===== src/rtl/alu_pkg.sv =====
// Shared ALU definitions: divider operation codes, FSM state encoding and
// operation-decoding helpers used by div_unit and div_iter.
package alu_pkg;

   localparam logic [4:0] ALU_DIV  = 5'b11000;
   localparam logic [4:0] ALU_DIVU = 5'b11001;
   localparam logic [4:0] ALU_REM  = 5'b11010;
   localparam logic [4:0] ALU_REMU = 5'b11011;

   localparam int         DIV_CNT_W = 6;
   localparam logic [5:0] DIV_ITERS = 6'd32;

   typedef enum logic [1:0] {
      DIV_IDLE = 2'd0,
      DIV_CALC = 2'd1,
      DIV_DONE = 2'd2
   } div_state_e;

   function automatic logic is_div_op(input logic [4:0] sel);
      return (sel == ALU_DIV) || (sel == ALU_DIVU) ||
             (sel == ALU_REM) || (sel == ALU_REMU);
   endfunction

   function automatic logic is_signed_op(input logic [4:0] sel);
      return (sel == ALU_DIV) || (sel == ALU_REM);
   endfunction

   function automatic logic is_rem_op(input logic [4:0] sel);
      return (sel == ALU_REM) || (sel == ALU_REMU);
   endfunction

endpackage


===== src/rtl/div_iter.sv =====
// Restoring shift/subtract datapath: one quotient bit per step on unsigned
// magnitudes, holding remainder, quotient and the iteration counter.
module div_iter
   import alu_pkg::*;
#(
   parameter int WIDTH = 32
) (
   input  logic             clk,
   input  logic             rst_n,
   input  logic             load,
   input  logic             step,
   input  logic [WIDTH-1:0] dividend,
   input  logic [WIDTH-1:0] divisor,
   output logic [WIDTH-1:0] quotient,
   output logic [WIDTH-1:0] remainder,
   output logic             done
);

   logic [WIDTH-1:0]     rem_q, rem_d;
   logic [WIDTH-1:0]     quo_q, quo_d;
   logic [WIDTH-1:0]     dvs_q, dvs_d;
   logic [DIV_CNT_W-1:0] cnt_q, cnt_d;
   logic [WIDTH:0]       shifted;
   logic [WIDTH:0]       diff;

   always_comb begin
      rem_d   = rem_q;
      quo_d   = quo_q;
      dvs_d   = dvs_q;
      cnt_d   = cnt_q;
      shifted = {rem_q, quo_q[WIDTH-1]};
      diff    = shifted - {1'b0, dvs_q};
      if (load) begin
         rem_d = '0;
         quo_d = dividend;
         dvs_d = divisor;
         cnt_d = '0;
      end else if (step && (cnt_q != DIV_ITERS)) begin
         // A borrow means the trial subtract failed: add the divisor back.
         rem_d = diff[WIDTH] ? (diff[WIDTH-1:0] + dvs_q) : diff[WIDTH-1:0];
         quo_d = {quo_q[WIDTH-2:0], ~diff[WIDTH]};
         cnt_d = cnt_q + 1'b1;
      end
   end

   always_ff @(posedge clk or negedge rst_n) begin
      if (!rst_n) begin
         rem_q <= '0;
         quo_q <= '0;
         dvs_q <= '0;
         cnt_q <= '0;
      end else begin
         rem_q <= rem_d;
         quo_q <= quo_d;
         dvs_q <= dvs_d;
         cnt_q <= cnt_d;
      end
   end

   assign quotient  = quo_q;
   assign remainder = rem_q;
   assign done      = (cnt_q == DIV_ITERS);

endmodule


===== src/rtl/div_unit.sv =====
// Iterative 32-bit divider (DIV/DIVU/REM/REMU) with sign handling and a fast
// path for divide-by-zero and signed overflow. Optional FLUSH port: DIV_UNIT_FLUSH_EN.
module div_unit
   import alu_pkg::*;
#(
   parameter int WIDTH = 32
) (
   input  logic             CLK,
   input  logic             RESET,
   input  logic             START,
   input  logic [WIDTH-1:0] DATA1,
   input  logic [WIDTH-1:0] DATA2,
   input  logic [4:0]       SELECT,
`ifdef DIV_UNIT_FLUSH_EN
   input  logic             FLUSH,
`endif
   output logic             BUSY,
   output logic             VALID,
   output logic [WIDTH-1:0] RESULT
);

   div_state_e       state_q, state_d;
   logic [WIDTH-1:0] result_q, result_d;
   logic [WIDTH-1:0] fast_val_q, fast_val_d;
   logic             valid_q, valid_d;
   logic             busy_q, busy_d;
   logic             fast_q, fast_d;
   logic             rem_op_q, rem_op_d;
   logic             neg_quo_q, neg_quo_d;
   logic             neg_rem_q, neg_rem_d;

   logic             flush;
   logic             legal, sgn, rem_op, div0, ovf, accept;
   logic             load, step, iter_done;
   logic [WIDTH-1:0] mag_a, mag_b, quo, rem;

`ifdef DIV_UNIT_FLUSH_EN
   assign flush = FLUSH;
`else
   assign flush = 1'b0;
`endif

   assign legal  = is_div_op(SELECT);
   assign sgn    = is_signed_op(SELECT);
   assign rem_op = is_rem_op(SELECT);
   assign mag_a  = (sgn && DATA1[WIDTH-1]) ? -DATA1 : DATA1;
   assign mag_b  = (sgn && DATA2[WIDTH-1]) ? -DATA2 : DATA2;
   assign div0   = (DATA2 == '0);
   assign ovf    = sgn && (DATA1 == {1'b1, {(WIDTH-1){1'b0}}}) && (DATA2 == '1);
   assign accept = START && legal && !fast_q && (state_q != DIV_CALC);

   div_iter #(.WIDTH(WIDTH)) u_iter (
      .clk       (CLK),
      .rst_n     (RESET),
      .load      (load),
      .step      (step),
      .dividend  (mag_a),
      .divisor   (mag_b),
      .quotient  (quo),
      .remainder (rem),
      .done      (iter_done)
   );

   // Fast-path results are staged for one cycle so they surface with the
   // same one-edge delay as a registered computation, without entering CALC.
   always_comb begin
      state_d    = state_q;
      result_d   = result_q;
      fast_val_d = fast_val_q;
      fast_d     = fast_q;
      rem_op_d   = rem_op_q;
      neg_quo_d  = neg_quo_q;
      neg_rem_d  = neg_rem_q;
      valid_d    = 1'b0;
      load       = 1'b0;
      step       = 1'b0;
      if (flush) begin
         state_d = DIV_IDLE;
         fast_d  = 1'b0;
      end else if (fast_q) begin
         result_d = fast_val_q;
         fast_d   = 1'b0;
         state_d  = DIV_DONE;
         valid_d  = 1'b1;
      end else begin
         case (state_q)
            DIV_CALC: begin
               if (iter_done) begin
                  if (rem_op_q) result_d = neg_rem_q ? -rem : rem;
                  else          result_d = neg_quo_q ? -quo : quo;
                  state_d = DIV_DONE;
                  valid_d = 1'b1;
               end else begin
                  step = 1'b1;
               end
            end
            DIV_IDLE, DIV_DONE: begin
               state_d = DIV_IDLE;
               if (accept) begin
                  if (div0) begin
                     fast_d     = 1'b1;
                     fast_val_d = rem_op ? DATA1 : '1;
                  end else if (ovf) begin
                     fast_d     = 1'b1;
                     fast_val_d = rem_op ? '0 : {1'b1, {(WIDTH-1){1'b0}}};
                  end else begin
                     load      = 1'b1;
                     state_d   = DIV_CALC;
                     rem_op_d  = rem_op;
                     neg_quo_d = sgn && (DATA1[WIDTH-1] ^ DATA2[WIDTH-1]);
                     neg_rem_d = sgn && DATA1[WIDTH-1];
                  end
               end
            end
            default: state_d = DIV_IDLE;
         endcase
      end
      busy_d = (state_d == DIV_CALC);
   end

   always_ff @(posedge CLK or negedge RESET) begin
      if (!RESET) begin
         state_q    <= DIV_IDLE;
         result_q   <= '0;
         fast_val_q <= '0;
         valid_q    <= 1'b0;
         busy_q     <= 1'b0;
         fast_q     <= 1'b0;
         rem_op_q   <= 1'b0;
         neg_quo_q  <= 1'b0;
         neg_rem_q  <= 1'b0;
      end else begin
         state_q    <= state_d;
         result_q   <= result_d;
         fast_val_q <= fast_val_d;
         valid_q    <= valid_d;
         busy_q     <= busy_d;
         fast_q     <= fast_d;
         rem_op_q   <= rem_op_d;
         neg_quo_q  <= neg_quo_d;
         neg_rem_q  <= neg_rem_d;
      end
   end

   assign BUSY   = busy_q;
   assign VALID  = valid_q;
   assign RESULT = result_q;

endmodule


===== config.mk =====
export PLATFORM = sky130hd
export DESIGN_NAME = div_unit
export DESIGN_NICKNAME = d
export VERILOG_FILES = /design/src/rtl/alu_pkg.sv /design/src/rtl/div_iter.sv /design/src/rtl/div_unit.sv
export SDC_FILE = /design/constraint.sdc
export NUM_CORES = 1
export LEC_CHECK = 0
export ABC_AREA = 1
export BUFFER_PORTS_ARGS = -buffer_cell sky130_fd_sc_hd__buf_2
export CORE_MARGIN = 1.5
export CORE_UTILIZATION = 36
export DETAILED_ROUTE_END_ITERATION = 10
export HOLD_SLACK_MARGIN = 0.05
export PLACE_DENSITY = 0.5
export SETUP_SLACK_MARGIN = 0.02
export SLEW_MARGIN = 10
export SYNTH_ARGS = -nofsm -noshare
export SYNTH_HDL_FRONTEND = slang
export SYNTH_HIERARCHICAL = 1
export SYNTH_SLANG_ARGS = --single-unit

===== constraint.sdc =====
create_clock -name CLK -period 3.79 [get_ports CLK]
set_input_delay 0.758 -clock CLK [delete_from_list [all_inputs] [get_ports CLK]]
set_output_delay 0.758 -clock CLK [all_outputs]
set_load 0.05 [all_outputs]

* After elaboration in Yosys (flattened, before gate mapping)
Cells that the tools add are included.
** Operators by class
- Bitwise gates (word level) :: 5
- Add/subtract/negate cells :: 7
- Reduce and logical (&&, ||, !) cells :: 25
- Mux-type cells :: 41
- Equality and inequality tests :: 12
** Operators with widths (count)
- $mux W32 :: 17
- $neg A32 Y32 :: 4
- $eq A32 B32 Y1 const B :: 2
- $sub A33 B32 Y33 :: 1
- $add A32 B32 Y32 :: 1
- $logic_not A32 Y1 :: 1
- $eq A5 B5 Y1 const B :: 4
- $mux W1 :: 19
- $mux W6 :: 2
- $logic_and A1 B1 Y1 :: 9
- $reduce_bool A2 Y1 :: 4
- $add A6 B1 Y6 const B :: 1
- $eq A6 B6 Y1 const B :: 1
- $ne A6 B6 Y1 const B :: 1
- $logic_or A1 B1 Y1 :: 5
- $reduce_and A5 Y1 :: 1
- $eq A2 B1 Y1 const B :: 2
- $mux W2 :: 2
- $not A1 Y1 :: 4
- $pmux W2 S2 :: 1
- $reduce_and A4 Y1 :: 1
- $eq A2 B2 Y1 const B :: 1
- $logic_not A2 Y1 :: 1
- $ne A2 B1 Y1 const B :: 1
- other kinds (4) :: 4
** Word-level totals
- Word-level logic and storage cells :: 103
- Register bits :: 174
- Output and inout bits :: 34

* Longest topological paths before layout
Gate-level depths: netlist (run 1).
- Depth in word-level cells :: 11
- Mapped depth :: 30

* By module
Netlist (run 1), hierarchy kept.
** By module, submodules not included
- div_iter :: area an instance 8649.5 sq um, sequential area each 2552.4 sq um, times used 1, cells each 1301
- div_unit :: area an instance 7556.0 sq um, sequential area each 1801.7 sq um, times used 1, cells each 1309

* Worst setup path before layout (run 1)
Ideal clock, no wire load.
- Path kind :: register to register
- Start point :: reg u_iter.quo_q[31] (netlist: u_iter/quotient[31])
- End point :: reg u_iter.rem_q[31] (netlist: u_iter/remainder[31])
- Arrival :: 3.281 ns
- Period minus slack after synthesis :: 3.398 ns
- Cell stages (with the launch flop) :: 27
- Setup time :: 0.117 ns
- Setup slack :: 0.392 ns
- Cell sequence :: dfrtp_1 -> inv_1 -> ha_1 -> fa_1 -> nand3b_1 -> nand2_2 -> nand3_1 -> nand2_1 -> nand2_1 -> nand2_1 -> nand2_1 -> nand2_1 -> xor2_1 -> inv_1 -> ha_1 -> a21oi_1 -> nand2_1 -> nand2_1 -> nand2_1 -> a21oi_1 -> nand2_1 -> nand2_1 -> nand2_1 -> inv_1 -> nand3_1 -> nand3_1 -> nand2_1
** Between the ends
- Cells in the longest elaborated chain, start to end :: 5
** RTL lines
- from (decl) :: line div_iter.sv:20 : logic [WIDTH-1:0] quo_q, quo_d;
- from (signal assigned) :: line div_iter.sv:54 : quo_q <= quo_d;
- $sub A33 B32 Y33 (*) :: line div_iter.sv:32 : diff = shifted - {1'b0, dvs_q};
- $add A32 B32 Y32 :: line div_iter.sv:40 : rem_d = diff[WIDTH] ? (diff[WIDTH-1:0] + dvs_q) : diff[WIDTH-1:0];
- $mux W32 (*) :: line div_iter.sv:40
- $mux W32 (*) :: line div_iter.sv:38 : end else if (step && (cnt_q != DIV_ITERS)) begin
- $mux W32 (*) :: line div_iter.sv:33 : if (load) begin
- to (signal assigned) :: line div_iter.sv:53 : rem_q <= rem_d;
- to (decl) :: line div_iter.sv:19 : logic [WIDTH-1:0] rem_q, rem_d;
Every way passes the cells marked *; elsewhere a longest branch is shown, timed or not. The select of a mux whose other input is x is not followed.
A chain may end at the register's enable or synchronous reset.

* Worst setup path after layout (run 1)
- Start point :: reg u_iter.rem_q[1] (netlist: u_iter/remainder[1])
- End point :: reg u_iter.rem_q[18] (netlist: u_iter/remainder[18])
** Between the ends
- Cells in the longest elaborated chain, start to end :: 5
** RTL lines (line)
- $sub A33 B32 Y33 (*) :: div_iter.sv:32
- $add A32 B32 Y32 :: div_iter.sv:40
- $mux W32 (*) :: div_iter.sv:40
- $mux W32 (*) :: div_iter.sv:38
- $mux W32 (*) :: div_iter.sv:33
Marks and branches as above.

==> results by stage, run 1 <==
Place:
- The congestion estimate from routability-driven global placement came to 0.9416.
- During placement, the flow inserted port buffers numbering ~110.
- The placed wire-length estimate after detailed placement is ~53 mm.
- Summing all placed instances gives a cell area of 0.01783 mm2.

Job:
- The number of violations of the max-capacitance limit is 0.

Routing:
- After detailed routing, the number of remaining DRC violations is 0.
- The number of search-and-repair iterations in the first detailed-routing pass is 6.
- Wires add up to 64.81 mm.
- Wire segments on met3 add up to between 3 and 4 mm in the final route.
- The number of nets with antenna violations after routing is 0.
- The total via count after detailed routing is 17460.
- The routed length on met1 is around 32 mm.
- The wire length on met2 is around 27 mm.
- For this block, the initial DRC count from the detailed router was 1433.
- After detailed routing, the number of vias per cell comes to ~5.2.
- The final routed wire length divided by cell count is about 19 um.
- In this run the top signal layer used is met4.

Worst setup path:
- The slowest stage of the critical path is the sky130_fd_sc_hd__dfrtp_1 cell.
- The worst setup path is launched from a flop.
- Data on the critical path arrives at its endpoint at 3990 ps.
- The endpoint identified for the worst register-to-register timing path is u_iter/remainder[18].
- The critical path goes through ha_1, a21oi_1, nand2_1, nand2_1, nand2_2, nand2_1, nand2_1, a21o_1, xor2_1, buf_4, ha_1, nand2_1, nor2_4, inv_1, nor2_4, nand4_1, nand3_1, a21oi_1, o21ai_0, nand2_1, nand2_1, nand2_1.
- At the worst endpoint, the required time is 4170 ps.
- The critical path start-end classification is reg2reg.
- The largest incremental delay on the critical path is 410 ps.
- The category of cells accounting for the largest share of critical-path delay is simple AND/OR/NAND/NOR gates.
- The cell type with the highest occurrence count on the critical path is sky130_fd_sc_hd__nand2_1.
- The kind of capture point of the worst setup path is a flop.
- In this run the critical register-to-register path is launched from u_iter/remainder[1].
- For flop-to-flop paths, the worst setup slack is about 180 ps.
- The critical path buffer and inverter count is 2.
- The critical-path maximum fanout is 4.
- The depth of the worst register-to-register path is 22.

STA:
- In the finished design, the share of the clock period the worst path needs comes to 0.9515.
- The minimum clock period after layout is ~3600 ps.
- Setup repair after global routing could not meet its margin everywhere.
- The final max-slew violation count came to 0.
- Hold timing on the final database bottoms out at a slack of approximately 250 ps.
- The worst slew margin relative to its limit is 0.2163.
- The maximum clock skew at final layout is between 20 and 25 ps.
- The number of failing setup endpoints in the final timing report is 0.
- At the pin with the least slew margin, the transition time is ~1200 ps.
- Timing would allow up to about 0.28 GHz.
- The final hold violation count was 0.
- The final-layout setup total negative slack is 0 ps.

Synthesis:
- The post-synthesis net count is around 2800.
- The synthesis warning total is 6.
- The combined area of all synthesized cells is ~0.016 mm2.
- Counting distinct cell types in the post-synthesis netlist gives 52.
- A synthesized cell averages 6.209 um2.
- The proportion of register bits with asynchronous set or reset after synthesis is 1.000.
- The post-synthesis sequential area ratio is 0.2687.
- In the synthesized netlist the dominant register cell turns out to be sky130_fd_sc_hd__dfrtp_1.
- The count of mapped cells out of synthesis is 2610.
- In this run, synthesis produced a sequential element count of 174.
- Counting flops with a built-in enable in the synthesized netlist gives 0.

Die:
- The die covers around 0.046 mm2.
- The placeable core region is about 0.044 mm2.
- The number of top-level pins is 106.
- The height of the chip is between 200 and 250 um.
- The initial core utilization is 0.3657.
- The placement row count is between 70 and 80.
- In this run the horizontal extent of the chip is ~220 um.

CTS:
- In this run, CTS created clock tree buffers numbering 17.
- After clock tree synthesis, the clock-pin slew on the worst setup and hold paths is roughly 80 ps.
- The later pin in the worst-skew pair is clocked with a latency of approximately 510 ps.
- The maximum buffer depth of the clock tree is 2.
- TritonCTS built the clock tree.
- The number of clock sinks seen by CTS is about 170.
- The root buffer cell chosen for the clock tree is sky130_fd_sc_hd__clkbuf_16.
- In this run the number of H-tree levels came out at 4.

Global routing:
- The global-route congestion overflow total is 0.
- Across every metal layer, demand over resource in global routing totals 0.2823.
- The initial antenna violation count is 0.
- The first global-routing pass estimated between 90 and 100 mm of wire.
- Entering global routing, the biggest net connects between 60 and 70 pins.
- The via count of the first global-routing pass was 16380.

Power:
- The worst vdd rail ir drop is 287.0 uV.
- In this run the static leakage power is ~0.010 uW.
- Dividing total power by cell area gives a power density of about 210 mW/mm2.

Final layout:
- The layout net count is approximately 2900.
- The layout filler cell count is 4871.
- The cell area after layout is approximately 0.019 mm2.
- In the layout the commonest cells are sky130_fd_sc_hd__nand2_1, sky130_fd_sc_hd__inv_1, sky130_fd_sc_hd__nor2_1.
- The share of post-route cells with drive strength above 1 is 0.1439.
- The library cell used most frequently in the layout, excluding fill and tap cells, is sky130_fd_sc_hd__nand2_1.
- The area growth from synthesis to layout is 16.89%.

Outcome:
- The run finished with clean final reports.

Hold path:
- The min-delay analysis places its worst path in the category in2async.
what timing repair did:
action,CTS,global route
pin swaps,0,7
resized for setup,6,92
setup buffers,0,11
setup endpoints to repair,3,18
hold buffers,0,0
worst max path at each step:
stage	from	to	depth (start not counted)
floorplan	u_iter/quotient[31]	u_iter/remainder[31]	26
global placement	u_iter/dvs_q[11]	u_iter/remainder[18]	18
detailed placement	u_iter/quotient[31]	u_iter/remainder[18]	23
CTS	u_iter/quotient[31]	u_iter/remainder[25]	26
global route	u_iter/remainder[25]	u_iter/remainder[29]	22
finish	u_iter/remainder[1]	u_iter/remainder[18]	22
report_power, final:
part           switching, uW  internal [uW]  total [uW]
clock                    956            950        1910
combinational            188           75.7         263
sequential                 0           1850        1850
total                   1140           2880        4020
layout make-up:
cell class	count	area, um2	area share
antenna	1	2.502	0.0001321
clock buffer	17	425.4	0.02246
clock inverter	15	190.2	0.01004
inverter	344	1291	0.06816
multi-input combinational	2026	10620	0.5607
sequential	174	4357	0.2300
tap	592	740.7	0.03910
timing repair buffer	204	1315	0.06942
synthesized netlist by cell type, drive strengths merged (30+ instances only):
cell type	instances	area (um2)
o21ai	132	660.6
nand4	49	342.8
dfrtp	174	4354
o211ai	30	275.3
a21oi	106	538.0
inv	341	1280
ha	71	888.4
nor3	37	216.5
nor2	300	1211
buf	30	211.4
clkbuf	36	135.1
xor2	61	534.3
nand3	220	1154
nand2	904	3456
flip-flops by register name, indices dropped and copies added, names as in the netlist:
register / flops
BUSY: 1
RESULT: 32
VALID: 1
fast_q: 1
fast_val_q: 32
neg_quo_q: 1
neg_rem_q: 1
rem_op_q: 1
state_q: 2
u_iter/cnt_q: 6
u_iter/dvs_q: 32
u_iter/quotient: 32
u_iter/remainder: 32
metal layers:
| metal | global-route usage | vias up |
|---|---|---|
| li1 | - | 8696 |
| met1 | 0.4154 | 8217 |
| met2 | 0.4183 | 480 |
| met3 | 0.04869 | 64 |
| met4 | 0.08392 | 0 |
| met5 | 0 | - |
per-stage QoR:
step,setup slack (ps),instances,util,total power [uW]
3_5_place_dp,-118.4,3329,0.4024,2156
2_1_floorplan,391.7,2610,-,1998
4_1_cts,20.59,3361,0.4169,4098
5_1_grt,-29.94,3372,0.4274,4184
6_report,184.0,3373,0.4274,4024
3_3_place_gp,-126.5,3329,0.4024,2154
worst reg2reg max path: stages (launching register included):
cell                      delay [ps]
sky130_fd_sc_hd__dfrtp_1         410
sky130_fd_sc_hd__ha_1            370
sky130_fd_sc_hd__a21oi_1         140
sky130_fd_sc_hd__nand2_1         140
sky130_fd_sc_hd__nand2_1         100
sky130_fd_sc_hd__nand2_2         100
sky130_fd_sc_hd__nand2_1          80
sky130_fd_sc_hd__nand2_1         150
sky130_fd_sc_hd__a21o_1          210
sky130_fd_sc_hd__xor2_1          140
sky130_fd_sc_hd__buf_4           150
sky130_fd_sc_hd__ha_1            300
sky130_fd_sc_hd__nand2_1         140
sky130_fd_sc_hd__nor2_4          150
sky130_fd_sc_hd__inv_1            80
sky130_fd_sc_hd__nor2_4          150
sky130_fd_sc_hd__nand4_1         120
sky130_fd_sc_hd__nand3_1         130
sky130_fd_sc_hd__a21oi_1          70
sky130_fd_sc_hd__o21ai_0         110
sky130_fd_sc_hd__nand2_1         130
sky130_fd_sc_hd__nand2_1          80
sky130_fd_sc_hd__nand2_1          50
cell families after synthesis:
family | synth area share
buf+inv | 0.1011
xor+xnor | 0.04594
flops | 0.2687
simple gates | 0.4060
compound gates | 0.1211
fa+ha+maj | 0.05729
No activity file was read; power rests on OpenSTA's default activity.
==> run 2: changes to the inputs <==
- CELL_PAD_IN_SITES_DETAIL_PLACEMENT: default -> 1
- CELL_PAD_IN_SITES_GLOBAL_PLACEMENT: default -> 1
- CORE_UTILIZATION: 36 -> 44
- PLACE_DENSITY: 0.5 -> 0.8
==> run 2 against run 1 <==
- fmax grew 0.11%
- sequential share of layout area grew 0.18 points
- die area shrank 18%
- critical path type unchanged
- sequential power is essentially flat
- largest cell class unchanged
- non-clock buffer count shrank 13
- critical path depth grew 4
- register-to-register slack is essentially flat
- worst hold slack gained 84 ps
- worst setup slack gained 4.0 ps
==> results by stage, run 2 (synthesis gave the netlist of run 1 again) <==
CTS:
- The root buffer cell is sky130_fd_sc_hd__clkbuf_16.
- TritonCTS built the clock tree.
- The number of buffers created by CTS is 17 (unchanged).
- The worst-skew pair later-pin latency is 470 ps (-40 ps).
- The clock transition at the register clock pins on the worst setup and hold paths after CTS is 80 ps (about the same).
- The number of H-tree branching levels is 4 (unchanged).
- The maximum buffer depth of the clock tree came to 2 (unchanged).
- The number of clock sinks seen by CTS came to 174 (unchanged).
- The post-cts hold buffer count is 0 (unchanged).

STA:
- The worst slew margin relative to its limit is 0.3036 (+0.08734).
- The least setup slack across all paths after layout is 188.0 ps (+4.006 ps).
- The final hold violation count is 0 (unchanged).
- The highest achievable clock rate came to 0.2776 GHz (+0.11%).
- The worst hold slack is 335.5 ps (+83.76 ps).
- The number of failing setup endpoints in the final timing report came to 0 (unchanged).
- The measured slew at the worst slew-check pin is 1043 ps (-127.8 ps).
- Setup repair after global routing could not meet its margin everywhere.
- The period utilization is 0.9504 (-0.001057).
- The maximum clock skew at final layout came to 18.19 ps (-1.960 ps).
- The minimum clock period after layout is 3602 ps (-4.006 ps).
- The final max-slew violation count is 0 (unchanged).

Worst setup path:
- The startpoint identified for the worst register-to-register timing path is u_iter/quotient[31].
- The depth of the worst register-to-register path is 26 (+18%).
- The category of cells accounting for the largest share of critical-path delay is simple AND/OR/NAND/NOR gates.
- The logic depth of the worst setup path including buffers is 26 (+18%).
- The critical-path maximum fanout came to 5 (+1).
- The data required time of the critical path is 4140 ps (-30 ps).
- The register-to-register path setup slack is 190 ps (about the same).
- The cell type with the highest occurrence count on the critical path is sky130_fd_sc_hd__nand2_1.
- The largest incremental delay on the critical path is 390 ps (-20 ps).
- The kind of capture point of the worst setup path is a flop.
- The capturing point of the worst reg2reg path is u_iter/remainder[24].
- The critical path start-end classification is reg2reg.
- STA classifies the critical path startpoint as a flop.
- The critical path buffer and inverter count was 3 (+1).
- The cell type of the slowest stage on the worst timing path is sky130_fd_sc_hd__dfrtp_1.
- The data arrival at the endpoint of the critical path is 3960 ps (-30 ps).

Routing:
- The count of unresolved DRC violations after routing is 0 (unchanged).
- The number of nets with antenna violations after routing is 0 (unchanged).
- The final routed wire length divided by cell count is 20.79 um (+8.2%).
- The wire length reported by the detailed router is 67.24 mm (+3.8%).
- The total via count after detailed routing came to 18430 (+5.6%).
- The routed via count divided by cell count is 5.696 (+10%).
- The number of search-and-repair iterations in the first detailed-routing pass was 5 (-1).
- The detailed router's first-iteration violation count is 1275 (-11%).

Global routing:
- The initial antenna violation count is 4 (+4).
- The maximum number of pins on one net before global-route repair is 65 (-1.5%).
- The global-route usage over all layers is 0.3558 (+0.07351).
- The global-route congestion overflow total is 0 (unchanged).
- The via count of the first global-routing pass is 18730 (+14%).
- The wire length of the first global-routing pass is 104.8 mm (+6.6%).

Power:
- The switching power of the nets was 1103 uW (-3.6%).
- The ratio of total power to cell area is 208.6 mW/mm2 (-1.8%).
- The switching power as a share of total power came to 0.2814 (-0.002784).
- The clock network fraction of total power is 0.460 (-0.014).
- The cell-internal power is 2817 uW (-2.2%).
- The worst vdd rail ir drop is 309.1 uV (+7.7%).
- The leakage power figure was 0.01025 uW (-0.46%).
- The sequential power share was 0.473 (+0.012).
- The fraction of power consumed by combinational cells is 0.067 (+0.002).

Place:
- The post-placement worst setup slack is -62.54 ps (+55.86 ps).
- The number of cells after detailed placement was 3194 (-4.1%).
- The placer congestion estimate is 0.9645 (+2.4%).
- The placed wire-length estimate after detailed placement came to 53.81 mm (+1.8%).
- The count of input and output buffers came to 105 (unchanged).

Final layout:
- The most common cell after layout, fill and taps aside is sky130_fd_sc_hd__nand2_1.
- The layout filler cell count is 5064 (+4.0%).
- The layout net count was 2899 (-0.45%).
- The filler-free cell count of the finished design came to 3235 (-4.1%).
- The synthesis-to-layout area growth is 15.97%.
- The top cell types in the final layout, fill and taps aside, are sky130_fd_sc_hd__nand2_1, sky130_fd_sc_hd__inv_1, sky130_fd_sc_hd__nor2_1.
- The share of post-route cells with drive strength above 1 is 0.1511 (+0.007236).

Die:
- The placement row count was 70 (-9.1%).
- The area of the die is 0.03799 mm2 (-18%).
- The height of the chip was 194.9 um (-9.4%).
- The initial core utilization is 0.4448 (+0.07911).
- The die boundary width is 194.9 um (-9.4%).
- The number of top-level pins was 106 (unchanged).
- The placeable core region is 0.03643 mm2 (-18%).

Outcome:
- The flow ran to the end, and the final reports show no timing, DRC or antenna violations.

Job:
- The number of violations of the max-capacitance limit is 0 (unchanged).

Hold path:
- The worst min-delay path category is in2async.
==> run 2: routing by layer <==
layer | share of wire | global-route usage | wire (um) | vias up
li1 | - | - | - | 8661
met1 | 0.45 | 0.4958 | 30540 | 9032
met2 | 0.45 | 0.5591 | 29960 | 603
met3 | 0.063 | 0.04494 | 4247 | 128
met4 | 0.037 | 0.1410 | 2480 | 2
met5 | 0.00019 | 0 | 13 | -
==> run 2: worst max-delay path by stage <==
stage,slack (ps),start,endpoint
finish,190,u_iter/quotient[31],u_iter/remainder[24]
global route,-70,u_iter/dvs_q[9],u_iter/remainder[27]
CTS,50,u_iter/dvs_q[1],u_iter/remainder[26]
detailed placement,-60,u_iter/quotient[31],u_iter/remainder[27]
global placement,70,u_iter/quotient[31],u_iter/remainder[31]
floorplan,390,u_iter/quotient[31],u_iter/remainder[31]
==> run 2: per-stage QoR <==
| stage | utilization | area, um2 | total power, uW | TNS (ps) |
|---|---|---|---|---|
| after floorplan | - | 16210 | 1998 | 0 |
| after global placement | 0.4829 | 17590 | 2146 | 0 |
| after detailed placement | 0.4829 | 17590 | 2154 | -177.2 |
| after CTS | 0.4997 | 18210 | 3930 | 0 |
| after global routing | 0.5157 | 18790 | 4023 | -239.5 |
| final | 0.5158 | 18790 | 3919 | 0 |
==> run 2: timing repair <==
| action | in CTS | in global routing |
|---|---|---|
| hold endpoints to repair | 0 | 0 |
| resized for setup | 14 | 127 |
| pin swaps | 0 | 20 |
| setup buffers | 0 | 9 |
| setup endpoints to repair | 7 | 19 |
==> run 2: area by class of cell <==
type                       count  area [um2]  area share
multi-input combinational   2026       10780      0.5738
sequential                   174        4357      0.2318
inverter                     344        1291     0.06871
timing repair buffer         191        1215     0.06465
tap                          468       585.6     0.03116
clock buffer                  18       439.2     0.02337
clock inverter                13       120.1    0.006391
antenna                        1       2.502   0.0001332
==> run 2: power groups by stage <==
| stage | Clock [uW] | Combinational [uW] | Sequential, uW |
|---|---|---|---|
| 2_1_floorplan | 0 | 106 | 1890 |
| 3_3_place_gp | 0 | 254 | 1890 |
| 3_5_place_dp | 0 | 262 | 1890 |
| 4_1_cts | 1810 | 263 | 1850 |
| 5_1_grt | 1880 | 291 | 1850 |
| 6_report | 1800 | 262 | 1850 |
